### src/rtl/arb4_rr_sel_if.sv
// -----------------------------------------------------------------------------
// arb4_rr_sel_if
// Request/grant bundle between four requesters and the round-robin arbiter
// that drives the select of the shared 4:1 data mux.
//   req     : per-requester request, bit i belongs to requester i
//   gnt     : registered one-hot (or zero) grant
//   sel     : encoded owner index, wired straight to the mux select
//   busy    : high while any grant is active
//   preempt : one-cycle pulse on the first cycle of a preempting grant
// Modports:
//   master : requester side (drives req, observes the arbiter outputs)
//   slave  : arbiter side (samples req, drives gnt/sel/busy/preempt)
// -----------------------------------------------------------------------------
interface arb4_rr_sel_if;
  logic [3:0] req;
  logic [3:0] gnt;
  logic [1:0] sel;
  logic       busy;
  logic       preempt;

  modport master (
    output req,
    input  gnt,
    input  sel,
    input  busy,
    input  preempt
  );

  modport slave (
    input  req,
    output gnt,
    output sel,
    output busy,
    output preempt
  );
endinterface

### src/rtl/arb4_rr_sel.sv
// -----------------------------------------------------------------------------
// arb4_rr_sel
// Four-way round-robin arbiter for a shared resource. Grants are registered
// and held while the owner keeps requesting. On release the next requester
// in rotating order (starting after the releasing owner) is granted in the
// same edge, so ownership changes with no idle cycle.
//
// Optional feature, enabled by defining ARB_HOLD_LIMIT_EN:
//   an 8-bit hold counter preempts an owner after MAX_HOLD consecutive grant
//   cycles when another requester is waiting; preempt pulses for one cycle.
//   Without the macro the counter is not built and preempt is tied low.
//
// Parameters:
//   MAX_HOLD : grant cycles before preemption (2..255), hold-limit build only
// Ports:
//   clk   : clock, rising edge
//   rst_n : asynchronous active-low reset
//   bus   : arb4_rr_sel_if.slave (req in; gnt, sel, busy, preempt out)
// All outputs are registers; no combinational path from req to any output.
// -----------------------------------------------------------------------------
module arb4_rr_sel #(
  parameter int MAX_HOLD = 16
) (
  input  logic          clk,
  input  logic          rst_n,
  arb4_rr_sel_if.slave  bus
);

  if (MAX_HOLD < 2 || MAX_HOLD > 255) begin : g_bad_max_hold
    $error("arb4_rr_sel: MAX_HOLD must be within 2..255");
  end

  typedef enum logic {
    ST_IDLE  = 1'b0,
    ST_GRANT = 1'b1
  } state_t;

  state_t     r_state, w_state_nxt;
  logic [1:0] r_owner, w_owner_nxt;
  logic [1:0] r_last,  w_last_nxt;
  logic [1:0] r_sel,   w_sel_nxt;
  logic [3:0] r_gnt,   w_gnt_nxt;
  logic       r_busy;
  logic [3:0] w_others;
  logic [1:0] w_win_idle;
  logic [1:0] w_win_rot;

`ifdef ARB_HOLD_LIMIT_EN
  localparam logic [7:0] HOLD_LAST = 8'(MAX_HOLD - 1);
  logic [7:0] r_cnt, w_cnt_nxt;
  logic       r_preempt, w_preempt_nxt;
`endif

  // Highest-priority asserted bit in the order base+1, base+2, base+3, base.
  // Walks from lowest to highest priority so the last hit wins.
  function automatic logic [1:0] f_rr_pick(input logic [3:0] req,
                                           input logic [1:0] base);
    logic [1:0] win;
    logic [1:0] idx;
    win = base;
    for (int k = 4; k >= 1; k--) begin
      idx = base + 2'(k);
      if (req[idx]) win = idx;
    end
    return win;
  endfunction

  function automatic logic [3:0] f_onehot(input logic [1:0] idx);
    logic [3:0] v;
    v      = '0;
    v[idx] = 1'b1;
    return v;
  endfunction

  // Requests other than the current owner; on release req[owner] is already
  // low, so the same vector serves both release and preemption.
  assign w_others   = bus.req & ~f_onehot(r_owner);
  assign w_win_idle = f_rr_pick(bus.req, r_last);
  assign w_win_rot  = f_rr_pick(w_others, r_owner);

  always_comb begin
    w_state_nxt = r_state;
    w_owner_nxt = r_owner;
    w_last_nxt  = r_last;
    w_sel_nxt   = r_sel;
    w_gnt_nxt   = r_gnt;
`ifdef ARB_HOLD_LIMIT_EN
    w_cnt_nxt     = r_cnt;
    w_preempt_nxt = 1'b0;
`endif
    case (r_state)
      ST_IDLE: begin
        if (|bus.req) begin
          w_state_nxt = ST_GRANT;
          w_owner_nxt = w_win_idle;
          w_last_nxt  = w_win_idle;
          w_sel_nxt   = w_win_idle;
          w_gnt_nxt   = f_onehot(w_win_idle);
`ifdef ARB_HOLD_LIMIT_EN
          w_cnt_nxt   = '0;
`endif
        end
      end
      ST_GRANT: begin
        if (!bus.req[r_owner]) begin
          if (|w_others) begin
            w_owner_nxt = w_win_rot;
            w_last_nxt  = w_win_rot;
            w_sel_nxt   = w_win_rot;
            w_gnt_nxt   = f_onehot(w_win_rot);
`ifdef ARB_HOLD_LIMIT_EN
            w_cnt_nxt   = '0;
`endif
          end else begin
            // sel keeps the last owner so the mux select stays stable
            w_state_nxt = ST_IDLE;
            w_gnt_nxt   = '0;
          end
        end
`ifdef ARB_HOLD_LIMIT_EN
        else if (r_cnt == HOLD_LAST && |w_others) begin
          w_owner_nxt   = w_win_rot;
          w_last_nxt    = w_win_rot;
          w_sel_nxt     = w_win_rot;
          w_gnt_nxt     = f_onehot(w_win_rot);
          w_cnt_nxt     = '0;
          w_preempt_nxt = 1'b1;
        end else if (r_cnt != 8'hFF) begin
          w_cnt_nxt = r_cnt + 8'd1;
        end
`endif
      end
      default: begin
        w_state_nxt = ST_IDLE;
        w_gnt_nxt   = '0;
      end
    endcase
  end

  always_ff @(posedge clk or negedge rst_n) begin
    if (!rst_n) begin
      r_state <= ST_IDLE;
      r_owner <= 2'd0;
      r_last  <= 2'd3;
      r_sel   <= 2'd0;
      r_gnt   <= 4'b0000;
      r_busy  <= 1'b0;
    end else begin
      r_state <= w_state_nxt;
      r_owner <= w_owner_nxt;
      r_last  <= w_last_nxt;
      r_sel   <= w_sel_nxt;
      r_gnt   <= w_gnt_nxt;
      r_busy  <= |w_gnt_nxt;
    end
  end

`ifdef ARB_HOLD_LIMIT_EN
  always_ff @(posedge clk or negedge rst_n) begin
    if (!rst_n) begin
      r_cnt     <= 8'd0;
      r_preempt <= 1'b0;
    end else begin
      r_cnt     <= w_cnt_nxt;
      r_preempt <= w_preempt_nxt;
    end
  end

  assign bus.preempt = r_preempt;
`else
  assign bus.preempt = 1'b0;
`endif

  assign bus.gnt  = r_gnt;
  assign bus.sel  = r_sel;
  assign bus.busy = r_busy;

endmodule

### src/flat_wrapper.sv
// flat-port wrapper written by rule: the top's interface ports become plain ports
module arb4_rr_sel_flat 
#(
  parameter int MAX_HOLD = 16
)
  (clk, rst_n, bus_req, bus_gnt, bus_sel, bus_busy, bus_preempt);
  arb4_rr_sel_if bus_i ();
  input  logic clk;
  input  logic rst_n;
  input wire logic [$bits(bus_i.req)-1:0] bus_req;
  output wire logic [$bits(bus_i.gnt)-1:0] bus_gnt;
  output wire logic [$bits(bus_i.sel)-1:0] bus_sel;
  output wire logic [$bits(bus_i.busy)-1:0] bus_busy;
  output wire logic [$bits(bus_i.preempt)-1:0] bus_preempt;
  assign bus_i.req = bus_req;
  assign bus_gnt = bus_i.gnt;
  assign bus_sel = bus_i.sel;
  assign bus_busy = bus_i.busy;
  assign bus_preempt = bus_i.preempt;
  arb4_rr_sel #(.MAX_HOLD(MAX_HOLD)) u_core (.clk(clk), .rst_n(rst_n), .bus(bus_i));
endmodule
### config.mk
export PLATFORM = sky130hd
export DESIGN_NAME = arb4_rr_sel_flat
export DESIGN_NICKNAME = d
export VERILOG_FILES = /design/src/rtl/arb4_rr_sel_if.sv /design/src/rtl/arb4_rr_sel.sv /design/src/flat_wrapper.sv
export SDC_FILE = /design/constraint.sdc
export NUM_CORES = 1
export LEC_CHECK = 0
export CORE_UTILIZATION = 55
export CTS_BUF_LIST = sky130_fd_sc_hd__clkbuf_4
export CTS_CLUSTER_SIZE = 16
export DETAILED_ROUTE_END_ITERATION = 10
export PLACE_DENSITY = 0.81
export SYNTH_ARGS = -nofsm -noshare
export SYNTH_HDL_FRONTEND = slang
export SYNTH_SLANG_ARGS = --single-unit
### constraint.sdc
create_clock -name clk -period 2.4 [get_ports clk]
set_input_delay 0.48 -clock clk [delete_from_list [all_inputs] [get_ports clk]]
set_output_delay 0.48 -clock clk [all_outputs]
set_load 0.02 [all_outputs]
# [Yosys cells after proc, flatten, opt, wreduce, memory -nomap -nowiden]
# Index checks and enable logic that the tools add are counted.
[word_totals] reg_bits=10 out_inout_bits=8
[op_classes] n_addsub=6 order_cmp=12 eq_ne=3 mux=38 bitwise=3 n_reduce_logical=7
[op_table] op="$lt 2x3->1 const B" count=9
[op_table] op="$mux 2" count=9
[op_table] op="$bmux 1 s2" count=7
[op_table] op="$mux 1" count=13
[op_table] op="$mux 4" count=3
[op_table] op="$reduce_or 4->1" count=3
[op_table] op="$add 2x2->2 const B" count=4
[op_table] op="$pmux 4 s2" count=1
[op_table] op="$demux 1 s2" count=3
[op_table] op="$ge 2x1->1 const B" count=3
[op_table] op="$add 2x1->2 const B" count=2
[op_table] op="$and 4x4->4" count=1
[op_table] op="$ne 2x2->1 const B" count=2
[op_table] op="$not 4->4" count=1
[op_table] op="$pmux 2 s2" count=1
[op_table] op="$logic_and 1x1->1" count=3
[op_table] op="$reduce_and 3->1" count=1
[op_table] op="$ne 2x1->1 const B" count=1
[op_table] op="$pmux 1 s2" count=1
[op_table] op="$not 1->1" count=1

# [Longest topological paths before layout]
# Gate-level depths: netlist of run 1.
[depth] depth_word=19 ltp_mapped=8 ltp_nobuf=7

# [Worst setup path after synthesis of run 1]
# Ideal clock, no wire load.
[synth_timing] kind="reg-to-reg" startpoint="reg u_core.r_owner[0]" endpoint="reg u_core.r_gnt[0], in the netlist u_core.bus.gnt[0]" setup_ps=136 t_arrival_ps=2136 required_ps=2264 setup_slack_ps=128 stages_incl_launch_ff=9 synth_period_minus_slack_ps=2272 cell_sequence="dfrtp_1 > clkbuf_1 > inv_1 > ha_1 > mux2_2 > a21oi_1 > o311ai_2 > nand2_2 > o221ai_2"
[synth_via] elab_chain_len=18 word_cells_on_any_way=30 classes_between="3 x add/sub; 4 x order compare; 18 x mux; 2 x bitwise; 3 x reduce/logical"
[synth_lines] item="start, declared" line_no="arb4_rr_sel.sv:39" source="logic [1:0] r_owner, w_owner_nxt;"
[synth_lines] item="start signal, assigned" line_no="arb4_rr_sel.sv:150" source="r_owner <= w_owner_nxt;"
[synth_lines] item="$lt 2x3->1 (implied by the code) or $ge 2x1->1 (tied branches)" line_no="arb4_rr_sel.sv:71" source="v[idx] = 1'b1;"
[synth_lines] item="$logic_and 1x1->1 (implied by the code)" line_no="arb4_rr_sel.sv:71"
[synth_lines] item="$mux 1 (implied by the code)" line_no="arb4_rr_sel.sv:71"
[synth_lines] item="$demux 1 s2"
[synth_lines] item="$not 4->4" line_no="arb4_rr_sel.sv:77" source="assign w_others = bus.req & ~f_onehot(r_owner);"
[synth_lines] item="$and 4x4->4" line_no="arb4_rr_sel.sv:77"
[synth_lines] item="$bmux 1 s2" line_no="arb4_rr_sel.sv:63" source="if (req[idx]) win = idx;"
[synth_lines] item="$mux 1 (implied by the code)" line_no="arb4_rr_sel.sv:63"
[synth_lines] item="$mux 2 (3 in series)" line_no="arb4_rr_sel.sv:63"
[synth_lines] item="$lt 2x3->1 (implied by the code) or $ge 2x1->1 (tied branches)" line_no="arb4_rr_sel.sv:71"
[synth_lines] item="$logic_and 1x1->1 (implied by the code)" line_no="arb4_rr_sel.sv:71"
[synth_lines] item="$mux 1 (implied by the code)" line_no="arb4_rr_sel.sv:71"
[synth_lines] item="$demux 1 s2"
[synth_lines] item="$mux 4" line_no="arb4_rr_sel.sv:106" source="if (|w_others) begin"
[synth_lines] item="$mux 4 (*)" line_no="arb4_rr_sel.sv:105" source="if (!bus.req[r_owner]) begin"
[synth_lines] item="$pmux 4 s2 (*)" line_no="arb4_rr_sel.sv:91" source="case (r_state)"
[synth_lines] item="named net u_core.w_gnt_nxt[0]" line_no="arb4_rr_sel.sv:42" source="logic [3:0] r_gnt, w_gnt_nxt;"
[synth_lines] item="end signal, assigned" line_no="arb4_rr_sel.sv:153" source="r_gnt <= w_gnt_nxt;"
[synth_lines] item="end, declared" line_no="arb4_rr_sel.sv:42"
# The timed path passes the listed nets; every way through them passes the cells marked *. The select of a mux whose other input is x is not followed.
# A chain may end at the register's enable or synchronous reset.

# [Worst setup path in the final report of run 1]
[layout_timing] startpoint="in bus_req[3]" endpoint="reg u_core.r_busy, in the netlist u_core.bus.busy"
[layout_via] elab_chain_len=14 word_cells_on_any_way=38 classes_between="4 x order compare; 28 x mux; 1 x bitwise; 5 x reduce/logical"
[layout_lines] item="start, declared" line_no="flat_wrapper.sv:10" source="input wire logic [$bits(bus_i.req)-1:0] bus_req;"
[layout_lines] item="$and 4x4->4" line_no="arb4_rr_sel.sv:77"
[layout_lines] item="$bmux 1 s2" line_no="arb4_rr_sel.sv:63"
[layout_lines] item="$mux 1 (implied by the code)" line_no="arb4_rr_sel.sv:63"
[layout_lines] item="$mux 2 (3 in series)" line_no="arb4_rr_sel.sv:63"
[layout_lines] item="$lt 2x3->1 (implied by the code) or $ge 2x1->1 (tied branches)" line_no="arb4_rr_sel.sv:71"
[layout_lines] item="$logic_and 1x1->1 (implied by the code)" line_no="arb4_rr_sel.sv:71"
[layout_lines] item="$mux 1 (implied by the code)" line_no="arb4_rr_sel.sv:71"
[layout_lines] item="$demux 1 s2"
[layout_lines] item="$mux 4" line_no="arb4_rr_sel.sv:106"
[layout_lines] item="$mux 4" line_no="arb4_rr_sel.sv:105"
[layout_lines] item="$pmux 4 s2 (*)" line_no="arb4_rr_sel.sv:91"
[layout_lines] item="$reduce_or 4->1 (*)" line_no="arb4_rr_sel.sv:154" source="r_busy <= |w_gnt_nxt;"
[layout_lines] item="end signal, assigned" line_no="arb4_rr_sel.sv:154"
[layout_lines] item="end, declared" line_no="arb4_rr_sel.sv:43" source="logic r_busy;"
# Every way passes the cells marked *; elsewhere a longest branch is shown, timed or not. The select of a mux whose other input is x is not followed.

==> results.md, run 1 <==
- The flow ran to the end, and the final reports show no timing, DRC or antenna violations.
- The flip-flop and latch count after synthesis is 10.
- The final antenna-violating net count is 0.
- The number of hold violations in the final report was 0.
- Once layout is complete, the utilization of the core stands at 73.78%.
- Dividing total power by cell area gives a power density of 1305 mW/mm^2.
- Summing the sequential cell areas from Yosys gives 26.93% of the chip area.
- Clock skew on the completed layout was measured at 0.001672 ns.
- The CTS tree is built.
- The number of instances in the synthesized netlist is 102.
- The final-layout fill cell count is 111.
- STA puts the critical path data arrival time at 2.21 ns.
- The synthesized netlist contains 50 unique library cells.
- Max-cap violations in this run came to 0.
- The count of flip-flops with a built-in enable after synthesis is 0.
- Clock-pin slew was measured on the worst setup and hold paths at 0.06 ns.
- Across every metal layer, demand over resource in global routing totals 23.56%.
- The kind of critical path is input port to flop.
- Routability-driven placement finished with a final weighted congestion of 0.9440.
- In this run the number of H-tree levels came out at 1.
- The number of buffers added by the clock tree synthesis step is 3.
- The fraction of final layout cells with drive strength greater than 1 is 21.67%.
- The ratio of final minimum period to clock period is 85.77%.
- The share of flip-flops with an asynchronous set or reset after synthesis is 100.0%.
- The net switching component of the power is 0.6557 mW.
- The switching share of power is 44.19%.
- In this run, flip-flops and latches consume 21.9% of the power.
- sky130_fd_sc_hd__dfrtp_1 takes more of the synthesized area than any other cell.
- The count of buffers inserted at the top-level ports is 12.
- The remaining design rule violation count is 0.
- Global routing finished with a remaining overflow of 0.
- The initial detailed-routing violation count is 40.
- VDD sags by at most 0.8622 mV.
- For the worst-skew pair, the clock arrives at the later sink with an insertion delay of 0.26 ns.
- STA classifies the critical path endpoint as a flop.
- The clock tree root buffer cell is sky130_fd_sc_hd__clkbuf_4.
- Row generation in the floorplan step produced 14 rows.
- Clock tree synthesis found a total of 10 sinks.
- The via count of the first global-routing pass came to 746.
- Dividing the detail-routed wire length by the instance count gives 14.77 um.
- The synthesized area per cell is 9.200 um^2.
- In the post-synthesis netlist, the biggest area contributors are sky130_fd_sc_hd__dfrtp_1 21%, sky130_fd_sc_hd__dfstp_2 5.6%, sky130_fd_sc_hd__ha_1 5.3%.
- The multi-input logic area is 631.9 um^2.
- The repair_antennas step left the layout with diodes totalling 0.
- Once the clock tree was built, the setup fixing pass inserted 0 buffers.
- The area fraction of the dominant cell type after synthesis is 21.33%.
- The wire-length estimate of the detail-placed layout is 1517 um.
- The count of synthesis-stage warnings from yosys is 0.
- The total standard cell area after synthesis is 938.4 um^2.
- The total wire length is 2009 um.
- The combinational group share of total power is 70.6%.
- The final sum of negative setup slack is 0 ns.
- By count the netlist is led by 8 x sky130_fd_sc_hd__dfrtp_1, 8 x sky130_fd_sc_hd__nand2b_1, 5 x sky130_fd_sc_hd__nand2_1, 5 x sky130_fd_sc_hd__nor2_1.
- Among all flip-flop cells after synthesis, the most frequent one is sky130_fd_sc_hd__dfrtp_1.
- Entering global routing, the biggest net connects 15 pins.
- The core area is 0.001541 mm^2.
- The final layout contains 132 nets.
- The total vias in the final route is 854.
- The floorplan step defined a die boundary enclosing 0.001875 mm^2.
- Setup repair after global routing left no endpoint under its margin.
- Data on the critical path is required at its endpoint by 2.56 ns.
- Across the whole layout, storage elements account for 252.7 um^2.
- The area growth from synthesis to final layout is 21.20%.
- The via count normalized by instance count is 6.279.
- The internal portion of the total power is 0.8282 mW.
- The first global-routing pass estimated 3360 um of wire.
- The net count after synthesis is 112.
- The die boundary width is 43.31 um.
- Along the worst path, the maximum fanout reaches 6.
- The timing-limited maximum frequency is 0.4858 GHz.
- The count of TritonRoute iterations in the first routing pass is 4.
- The initial cell density of the core is 60.88%.
- The count of pins on the block boundary is 14.
- The number of cells upsized or downsized after cts is 0.
- In this run the static leakage power is 0.4614 nW.
- The max-slew violation count came to 0.
- The class of the tightest hold or removal check is input port to async pin.
- The clock network burns 7.5% of the power.
- The time the final worst path needs with I/O delays and setup is 2.058 ns.
- In this run the vertical extent of the chip is 43.31 um.
- The critical path launch point type is an input port.
- The final number of setup-violating endpoints is 0.
- The quantity of hold-fixing buffers added after cts is 0.
- The number of antenna violations at the first check in global routing came to 0.
- The number of buffers on the longest clock path is 2.
==> metal layers <==
metal | part of all wire (%) | track usage, % | vias up
met5 | 0 | 0 | -
met4 | 1.4 | 4.848 | 0
met3 | 5.8 | 6.383 | 4
met2 | 40 | 29.55 | 28
met1 | 53 | 39.36 | 397
li1 | - | - | 425
==> cell usage in the layout, fill, tap and decap left out, drive strengths merged, types with 2 or more instances in the layout <==
master	n
a21o	2
a21oi	2
a22o	2
and2	2
and3b	2
buf	11
clkbuf	3
clkdlybuf4s50	12
dfrtp	8
dfstp	2
ha	4
mux2	2
mux2i	2
nand2	6
nand2b	8
nand3	4
nor2	5
nor2b	3
nor3	2
nor3b	3
o211ai	3
o21ai	7
o221ai	2
o311a	2
o311ai	2
==> path summary, 6_finish.rpt <==
path / startpoint / to / slack [ns] / cells past startpoint
setup / recovery: bus_req[3] / u_core.bus.busy$_DFF_PN0_ / 0.34 / 6
hold / removal: rst_n / u_core.bus.gnt[1]$_DFF_PN0_ / 0.52 / 1
setup reg to reg: u_core.r_owner[1]$_DFFE_PN0P_ / u_core.bus.gnt[2]$_DFF_PN0_ / 0.41 / 8
hold reg to reg: u_core.bus.gnt[2]$_DFF_PN0_ / u_core.bus.gnt[2]$_DFF_PN0_ / 0.56 / 2
max in group asynchronous: rst_n / u_core.r_last[0]$_DFFE_PN1P_ / 1.54 / 1
min in group clk: u_core.bus.gnt[2]$_DFF_PN0_ / u_core.bus.gnt[2]$_DFF_PN0_ / 0.56 / 2
==> metrics by stage <==
step	total power [mW]	hold WS, ns	cell area, um^2	setup WS [ns]	std cells
floorplan	1.058	0.1844	938.4	0.1285	102
global placement	1.357	0.5453	1115	0.1315	133
detailed placement	1.358	0.5514	1115	0.09893	133
CTS	1.476	0.5318	1137	0.3697	136
global route	1.596	0.5541	1137	0.2452	136
finish	1.484	0.5246	1137	0.3416	136
==> kinds of logic (layout without fill, tap and decap cells) <==
family                     after synthesis  after routing  synth area share (%)
other                                    1              1                0.3996
and+or+nand+nor                         41             41                 26.40
muxes                                    5              5                 6.933
buffers and inverters                   10             28                 5.731
DFF                                     10             10                 26.93
AOI/OAI and AO/OA                       31             31                 28.27
adders and majority gates                4              4                 5.334
==> power by group through the flow <==
stage	sequential (mW)	combinational (mW)	clock, mW
2_1_floorplan	0.379	0.679	0
3_3_place_gp	0.328	1.03	0
3_5_place_dp	0.327	1.03	0
4_1_cts	0.325	1.04	0.115
5_1_grt	0.334	1.14	0.126
6_report	0.326	1.05	0.111
==> registers in the layout, indices dropped and copies added (netlist names) <==
| register | count |
|---|---|
| u_core.bus.busy | 1 |
| u_core.r_state | 1 |
| u_core.bus.gnt | 4 |
| u_core.r_owner | 2 |
| u_core.r_last | 2 |
==> worst max-delay path, cell delays in order <==
cell and delay [ns]:
sky130_fd_sc_hd__clkdlybuf4s50_1 0.46, sky130_fd_sc_hd__mux4_2 0.60, sky130_fd_sc_hd__and2_1 0.23, sky130_fd_sc_hd__o21ai_1 0.18, sky130_fd_sc_hd__and4b_1 0.22, sky130_fd_sc_hd__nand2_1 0.05
==> layout make-up <==
type / count / area share [%]
clock buffers: 3 / 1.980
well taps: 16 / 1.760
repair buffers: 23 / 17.82
flip-flops and latches: 10 / 22.22
inverters: 2 / 0.6601
multi-input cells: 82 / 55.56
Power figures use the tool's default switching activity.
==> run 2: changes to the inputs <==
Clock period 2.4 ns to 2 ns, I/O delays scaled along.
==> run 2 against run 1 <==
Sequential power rose by 31%. Register-to-register slack got worse by 0.32 ns. Final cell count rose by 10%. Critical path type unchanged. Via count increased by 9.6%. First-iteration DRC count shrank 15%.
==> results.md, run 2 (synthesis results as in run 1) <==
- The flow ran to the end, and the final reports show no timing, DRC or antenna violations.
- The setup slack of the worst register-to-register path is 0.09 ns (-0.32 ns).
- The critical path starts at bus_req[3].
- The CTS tree is built.
- The area growth from synthesis to final layout is 34.53%.
- The routability congestion estimate from global placement is 0.8904 (-5.7%).
- In this run the clock root is driven by a sky130_fd_sc_hd__clkbuf_4.
- In the layout the commonest cells are 24 x sky130_fd_sc_hd__buf_4, 12 x sky130_fd_sc_hd__clkdlybuf4s50_1, 8 x sky130_fd_sc_hd__nand2b_1.
- The count of TritonRoute iterations in the first routing pass is 4 (unchanged).
- The total vias in the final route came to 936 (+9.6%).
- The sum of net half-perimeters after detailed placement is 1846 um (+22%).
- The cell count after placement was 143 (+7.5%).
- The number of buffers on the longest clock path is 2 (unchanged).
- The first-pass GRT wire length was 3898 um (+16%).
- The wire length per cell came to 16.28 um (+10%).
- The remaining design rule violation count is 0 (unchanged).
- The count of pins on the block boundary was 14 (unchanged).
- The endpoint identified for the worst register-to-register timing path is u_core.bus.gnt[1]$_DFF_PN0_.
- The power density over cell area was 1635 mW/mm^2 (+25%).
- The final antenna-violating net count is 0 (unchanged).
- The required time reported for the critical path endpoint came to 2.18 ns (-0.38 ns).
- The CTS H-tree depth is 1 (unchanged).
- The critical path launch point type is an input port.
- The area of the die was 0.001875 mm^2 (unchanged).
- The fraction of final layout cells with drive strength greater than 1 is 34.33% (+13 points).
- The max-cap violation count is 0 (unchanged).
- The switching share of power is 43.15% (-1.0 points).
- The timing-limited maximum frequency is 0.5214 GHz.
- The final standard cell area without fillers is 0.001262 mm^2 (+11%).
- The number of core rows came to 14 (unchanged).
- The total global-route track usage was 28.14% (+4.6 points).
- The count of buffers inserted at the top-level ports is 12 (unchanged).
- The number of buffers added by the clock tree synthesis step came to 3 (unchanged).
- The via count normalized by instance count is 6.240 (-0.63%).
- The data arrival time of the critical path is 2.10 ns (-0.11 ns).
- The worst clock skew came to 0.008743 ns (+0.007071 ns).
- The die boundary height is 43.31 um (unchanged).
- The highest ir drop seen on vdd is 0.9560 mV (+11%).
- The flip-flop count of the largest register, all copies and words added is 4 (unchanged).
- The max-slew violation count came to 0 (unchanged).
- The clock power share is 7.2% (-0.3 points).
- The final number of setup-violating endpoints is 0 (unchanged).
- The initial cell density of the core is 60.88% (unchanged).
- The combinational group share of total power is 72.2% (+1.6 points).
- The total wire length is 2442 um (+22%).
- The sequential share of power was 20.7% (-1.2 points).
- The initial detailed-routing violation count came to 34 (-15%).
- The reported leakage power is 0.5259 nW (+14%).
- The source-to-sink clock delay at the later pin of the worst-skew pair is 0.28 ns (+0.02 ns).
- The core area is 0.001541 mm^2 (unchanged).
- The clock transition at the registers of the reported paths is 0.07 ns (about the same).
- The category of the worst setup path capture point is a flop.
- The number of antenna repair diodes was 0 (unchanged).
- The worst path in the final design needs a cycle of 1.918 ns, including I/O delays and setup.
- The cell depth of the worst flop-to-flop path is 7 (-1).
- The cell area reported after detailed placement was 0.001206 mm^2 (+8.2%).
- The most common cell after layout, fill and taps aside is sky130_fd_sc_hd__buf_4.
- The number of hold violations in the final report came to 0 (unchanged).
- The net switching component of the power was 0.8907 mW (+36%).
- The leftover overflow at the end of global routing is 0 (unchanged).
- The final-layout fill cell count is 99 (-11%).
- The largest net degree at the start of global routing came to 12 (-3).
- Following the worst setup path forward leads to its endpoint at u_core.bus.gnt[1]$_DFF_PN0_.
- The die boundary width came to 43.31 um (unchanged).
- The total clock sinks is 10 (unchanged).
- Setup repair after global routing left no endpoint under its margin.
- The ratio of final minimum period to clock period is 95.89%.
- The final-stage net count was 145 (+9.8%).
- The total internal power is 1.174 mW (+42%).
- The critical-path maximum fanout came to 9 (+3).
- The via count of the first global-routing pass is 864 (+16%).
- In this run the worst hold path is classified as input port to async pin.
- The launch point of the worst reg-to-reg path is u_core.r_owner[0]$_DFFE_PN0P_.
- The number of antenna violations at the first check in global routing is 0 (unchanged).
- The kind of critical path is input port to flop.
- The non-filler instance count after layout came to 150 (+10%).
run 2: power groups by stage:
stage / sequential [mW] / combinational, mW / clock, mW
3_3_place_gp: 0.434 / 1.35 / 0
5_1_grt: 0.438 / 1.59 / 0.159
3_5_place_dp: 0.438 / 1.38 / 0
6_report: 0.427 / 1.49 / 0.148
4_1_cts: 0.422 / 1.42 / 0.150
2_1_floorplan: 0.461 / 0.872 / 0
run 2: metal layers:
layer	global-route usage, %	share of wire [%]	vias to the layer above
met2	43.28	44	29
li1	-	-	450
met5	0	0	-
met1	39.68	50	455
met4	3.636	0.37	0
met3	9.362	4.9	2
run 2: through the flow:
step	hold slack [ns]	total power, mW	utilization (%)	setup WS [ns]	TNS, ns
floorplan	0.1044	1.332	-	0.006992	0
global placement	0.5268	1.783	78.25	-0.1261	-0.7177
detailed placement	0.5446	1.819	78.25	-0.1530	-0.9085
CTS	0.4401	1.993	80.44	0.002115	0
global route	0.4540	2.191	81.90	0.02686	0
finish	0.4302	2.064	81.90	0.08216	0
run 2: timing repair:
| item | in CTS | in global routing |
|---|---|---|
| endpoints found under the hold margin | 0 | 0 |
| gates resized for setup | 0 | 4 |
| setup buffers | 1 | 2 |
| hold buffers | 0 | 0 |
| endpoints found under the setup margin | 4 | 7 |
run 2: area by class of cell:
class	count	area, um^2	share of cell area [%]
Clock inverter	1	3.754	0.2973
Timing Repair Buffer	36	300.3	23.79
Inverter	2	10.01	0.7929
Multi-Input combinational cell	82	650.6	51.54
Clock buffer	3	22.52	1.784
Sequential cell	10	255.2	20.22
Tap cell	16	20.02	1.586
run 2: worst max-delay path, cell delays in order:
cell and delay (ns):
sky130_fd_sc_hd__clkdlybuf4s50_1 0.43, sky130_fd_sc_hd__buf_4 0.18, sky130_fd_sc_hd__nor2b_1 0.14, sky130_fd_sc_hd__or3b_1 0.40, sky130_fd_sc_hd__a21oi_1 0.24, sky130_fd_sc_hd__a221oi_1 0.11
sky130_fd_sc_hd__o22ai_1 0.19
run 2: how the worst min path moves through the flow:
stage | end | start | cells after the start | slack (ns)
after global placement | u_core.bus.gnt[2]$_DFF_PN0_ | u_core.bus.gnt[2]$_DFF_PN0_ | 2 | 0.53
after floorplan | u_core.bus.busy$_DFF_PN0_ | rst_n | 0 | 0.10
after CTS | u_core.bus.gnt[0]$_DFF_PN0_ | rst_n | 1 | 0.44
final | u_core.bus.gnt[0]$_DFF_PN0_ | rst_n | 1 | 0.43
after global routing | u_core.bus.gnt[0]$_DFF_PN0_ | rst_n | 1 | 0.45
after detailed placement | u_core.bus.gnt[2]$_DFF_PN0_ | u_core.bus.gnt[2]$_DFF_PN0_ | 2 | 0.54
==> run 3: changes to the inputs <==
Settings changed: CELL_PAD_IN_SITES_DETAIL_PLACEMENT from default to 1, CELL_PAD_IN_SITES_GLOBAL_PLACEMENT from default to 1, CORE_UTILIZATION 55 to 42, PLACE_DENSITY 0.81 to default, PLACE_DENSITY_LB_ADDON from default to 0.1.
==> run 3 against run 2 <==
Critical endpoint is now u_core.bus.gnt[0]$_DFF_PN0_. Routed wire length is 21% higher. Via count is 1.2% lower. Cell area is 1.3% higher. Setup slack worse by 0.034 ns. Utilization is 19 points lower. Final cell count is 5.3% higher.
==> results.md, run 3 (synthesis results as in run 1) <==
- The max-slew violation count is 0 (unchanged).
- The critical path launch point type is an input port.
- TritonCTS built the clock tree.
- Setup repair after global routing left no endpoint under its margin.
- The final antenna-violating net count is 0 (unchanged).
- The largest net degree at the start of global routing is 12 (unchanged).
- The final-stage net count came to 142 (-2.1%).
- The max-cap violation count is 0 (unchanged).
- The via count normalized by instance count is 5.854 (-6.2%).
- The number of antenna violations at the first check in global routing came to 0 (unchanged).
- The die boundary height came to 49.27 um (+14%).
- The worst clock skew is 0.005691 ns (-0.003052 ns).
- The final-layout fill cell count is 245 (+150%).
- The total wire length is 2946 um (+21%).
- The leftover overflow at the end of global routing is 0 (unchanged).
- The number of buffers added by the clock tree synthesis step is 3 (unchanged).
- The number of hold violations in the final report was 0 (unchanged).
- The worst setup slack before clock tree synthesis is -0.2696 ns (-0.1165 ns).
- The data arrival time of the critical path is 2.14 ns (+0.04 ns).
- The quantity of hold-fixing buffers added after cts is 0 (unchanged).
- The via count of the first global-routing pass was 977 (+13%).
- The die boundary width is 49.27 um (+14%).
- The number of core rows came to 16 (+2).
- The area of the die is 0.002428 mm^2 (+29%).
- The area growth from synthesis to layout is 36.27%.
- The cell count after placement is 151 (+5.6%).
- The timing-limited maximum frequency is 0.5124 GHz (-1.7%).
- The routability congestion estimate from global placement is 0.8765 (-1.6%).
- The root buffer cell chosen for the clock tree is sky130_fd_sc_hd__clkbuf_4.
- The final sum of negative setup slack is 0 ns (unchanged).
- The total area of sequential cells was 255.2 um^2 (unchanged).
- The final core utilization is 63.24% (-19 points).
- The count of pins on the block boundary is 14 (unchanged).
- The most common cell after layout, fill and taps aside is sky130_fd_sc_hd__buf_4.
- The first-pass GRT wire length is 4802 um (+23%).
- The initial cell density of the core came to 46.41% (-14 points).
- The total clock sinks is 10 (unchanged).
- The total vias in the final route is 925 (-1.2%).
- The sum of net half-perimeters after detailed placement is 2327 um (+26%).
- The wire length per cell is 18.65 um (+15%).
- The count of buffers inserted at the top-level ports came to 12 (unchanged).
- The total global-route track usage is 26.49% (-1.6 points).
- The worst hold path belongs to the class input port to async pin.
- The worst setup path is captured at a flop.
- The required time reported for the critical path endpoint is 2.19 ns (about the same).
- The core area is 0.002022 mm^2 (+31%).
- In this run the critical register-to-register path is captured at u_core.bus.gnt[0]$_DFF_PN0_.
- The power density over cell area is 1667 mW/mm^2 (+2.0%).
- The CTS H-tree depth is 1 (unchanged).
- The highest ir drop seen on vdd is 1.000 mV (+4.6%).
- The multi-input logic area came to 670.6 um^2 (+3.1%).
- The run finished with clean final reports.
- The remaining design rule violation count is 0 (unchanged).
- The non-filler instance count after layout is 158 (+5.3%).
- The worst setup margin came to 0.04840 ns (-0.03375 ns).
- The critical-path maximum fanout is 5 (-4).
- The worst setup path is of the input port to flop kind.
- The flip-flop count of the largest register, all copies and words added is 4 (unchanged).
- The count of TritonRoute iterations in the first routing pass came to 4 (unchanged).
- The cell depth of the worst flop-to-flop path is 6 (-1).
- The fraction of final layout cells with drive strength greater than 1 came to 35.88% (+1.5 points).
- The number of buffers on the longest clock path is 2 (unchanged).
- In this run the critical register-to-register path is launched from u_core.r_owner[0]$_DFFE_PN0P_.
- The reported leakage power came to 0.5194 nW (-1.2%).
- In the layout the commonest cells are 20 x sky130_fd_sc_hd__buf_4, 12 x sky130_fd_sc_hd__clkdlybuf4s50_1, 8 x sky130_fd_sc_hd__nand2b_1.
- The final number of setup-violating endpoints is 0 (unchanged).
- The source-to-sink clock delay at the later pin of the worst-skew pair was 0.28 ns (about the same).
- The setup slack of the worst register-to-register path was 0.06 ns (-0.03 ns).
- The initial detailed-routing violation count is 18 (-47%).
- The time the final worst path needs with I/O delays and setup was 1.952 ns (+0.03375 ns).
- The clock transition at the registers of the reported paths is 0.07 ns (about the same).
- The ratio of final minimum period to clock period came to 97.58% (+1.7 points).
- The number of antenna repair diodes is 0 (unchanged).
run 3: cell types whose count changed in the layout (fill, tap and decap cells not counted), sizes merged:
cell	change
clkinv	+1
inv	-1
buf	-3
run 3: stage by stage:
stage	hold WS [ns]	power (mW)	area, um^2
6_report	0.4429	2.132	1279
5_1_grt	0.4650	2.263	1279
4_1_cts	0.4451	2.038	1237
3_5_place_dp	0.5648	1.841	1197
3_3_place_gp	0.5580	1.762	1197
2_1_floorplan	0.1044	1.332	968.4
run 3: power breakdown:
group	internal (mW)	switching, mW
registers	0.316	0.123
clock network	0.0724	0.0761
logic	0.791	0.753
total	1.18	0.952
run 3: worst max-delay path, stage by stage:
cell and delay, ns:
sky130_fd_sc_hd__clkdlybuf4s50_1 0.49, sky130_fd_sc_hd__mux4_2 0.57, sky130_fd_sc_hd__a41oi_4 0.21, sky130_fd_sc_hd__and2_4 0.21, sky130_fd_sc_hd__nand2_2 0.09, sky130_fd_sc_hd__o221ai_2 0.18
run 3: how the worst max path moves through the flow:
stage	end	slack (ns)	startpoint	cells after the start
2_1_floorplan	u_core.r_owner[1]$_DFFE_PN0P_	0.007	u_core.r_owner[0]$_DFFE_PN0P_	8
3_3_place_gp	u_core.bus.gnt[3]$_DFF_PN0_	-0.18	bus_req[2]	6
3_5_place_dp	u_core.bus.busy$_DFF_PN0_	-0.27	bus_req[2]	6
4_1_cts	u_core.bus.busy$_DFF_PN0_	0.03	u_core.r_owner[0]$_DFFE_PN0P_	6
5_1_grt	u_core.bus.busy$_DFF_PN0_	0.005	bus_req[3]	7
6_report	u_core.bus.gnt[0]$_DFF_PN0_	0.05	bus_req[2]	6
run 3: cell type report:
| type | instances | area share, % |
|---|---|---|
| Clock buffer | 3 | 1.761 |
| Clock inverter | 1 | 0.2935 |
| Inverter | 2 | 0.8806 |
| Multi-Input combinational cell | 82 | 52.45 |
| Sequential cell | 10 | 19.96 |
| Tap cell | 27 | 2.642 |
| Timing Repair Buffer | 33 | 22.02 |
run 3: what timing repair did:
| item | 4_1_cts | 5_1_grt |
|---|---|---|
| buffers inserted | 0 | 3 |
| setup endpoints to repair | 5 | 6 |
| gates resized for setup | 3 | 7 |
run 3: per-layer routing:
metal	wire [um]	share of wire, %	track usage [%]
met2	1469	50	43.61
met1	1399	47	33.97
met4	10	0.34	7.843
met5	0	0	0
met3	66	2.2	6.231
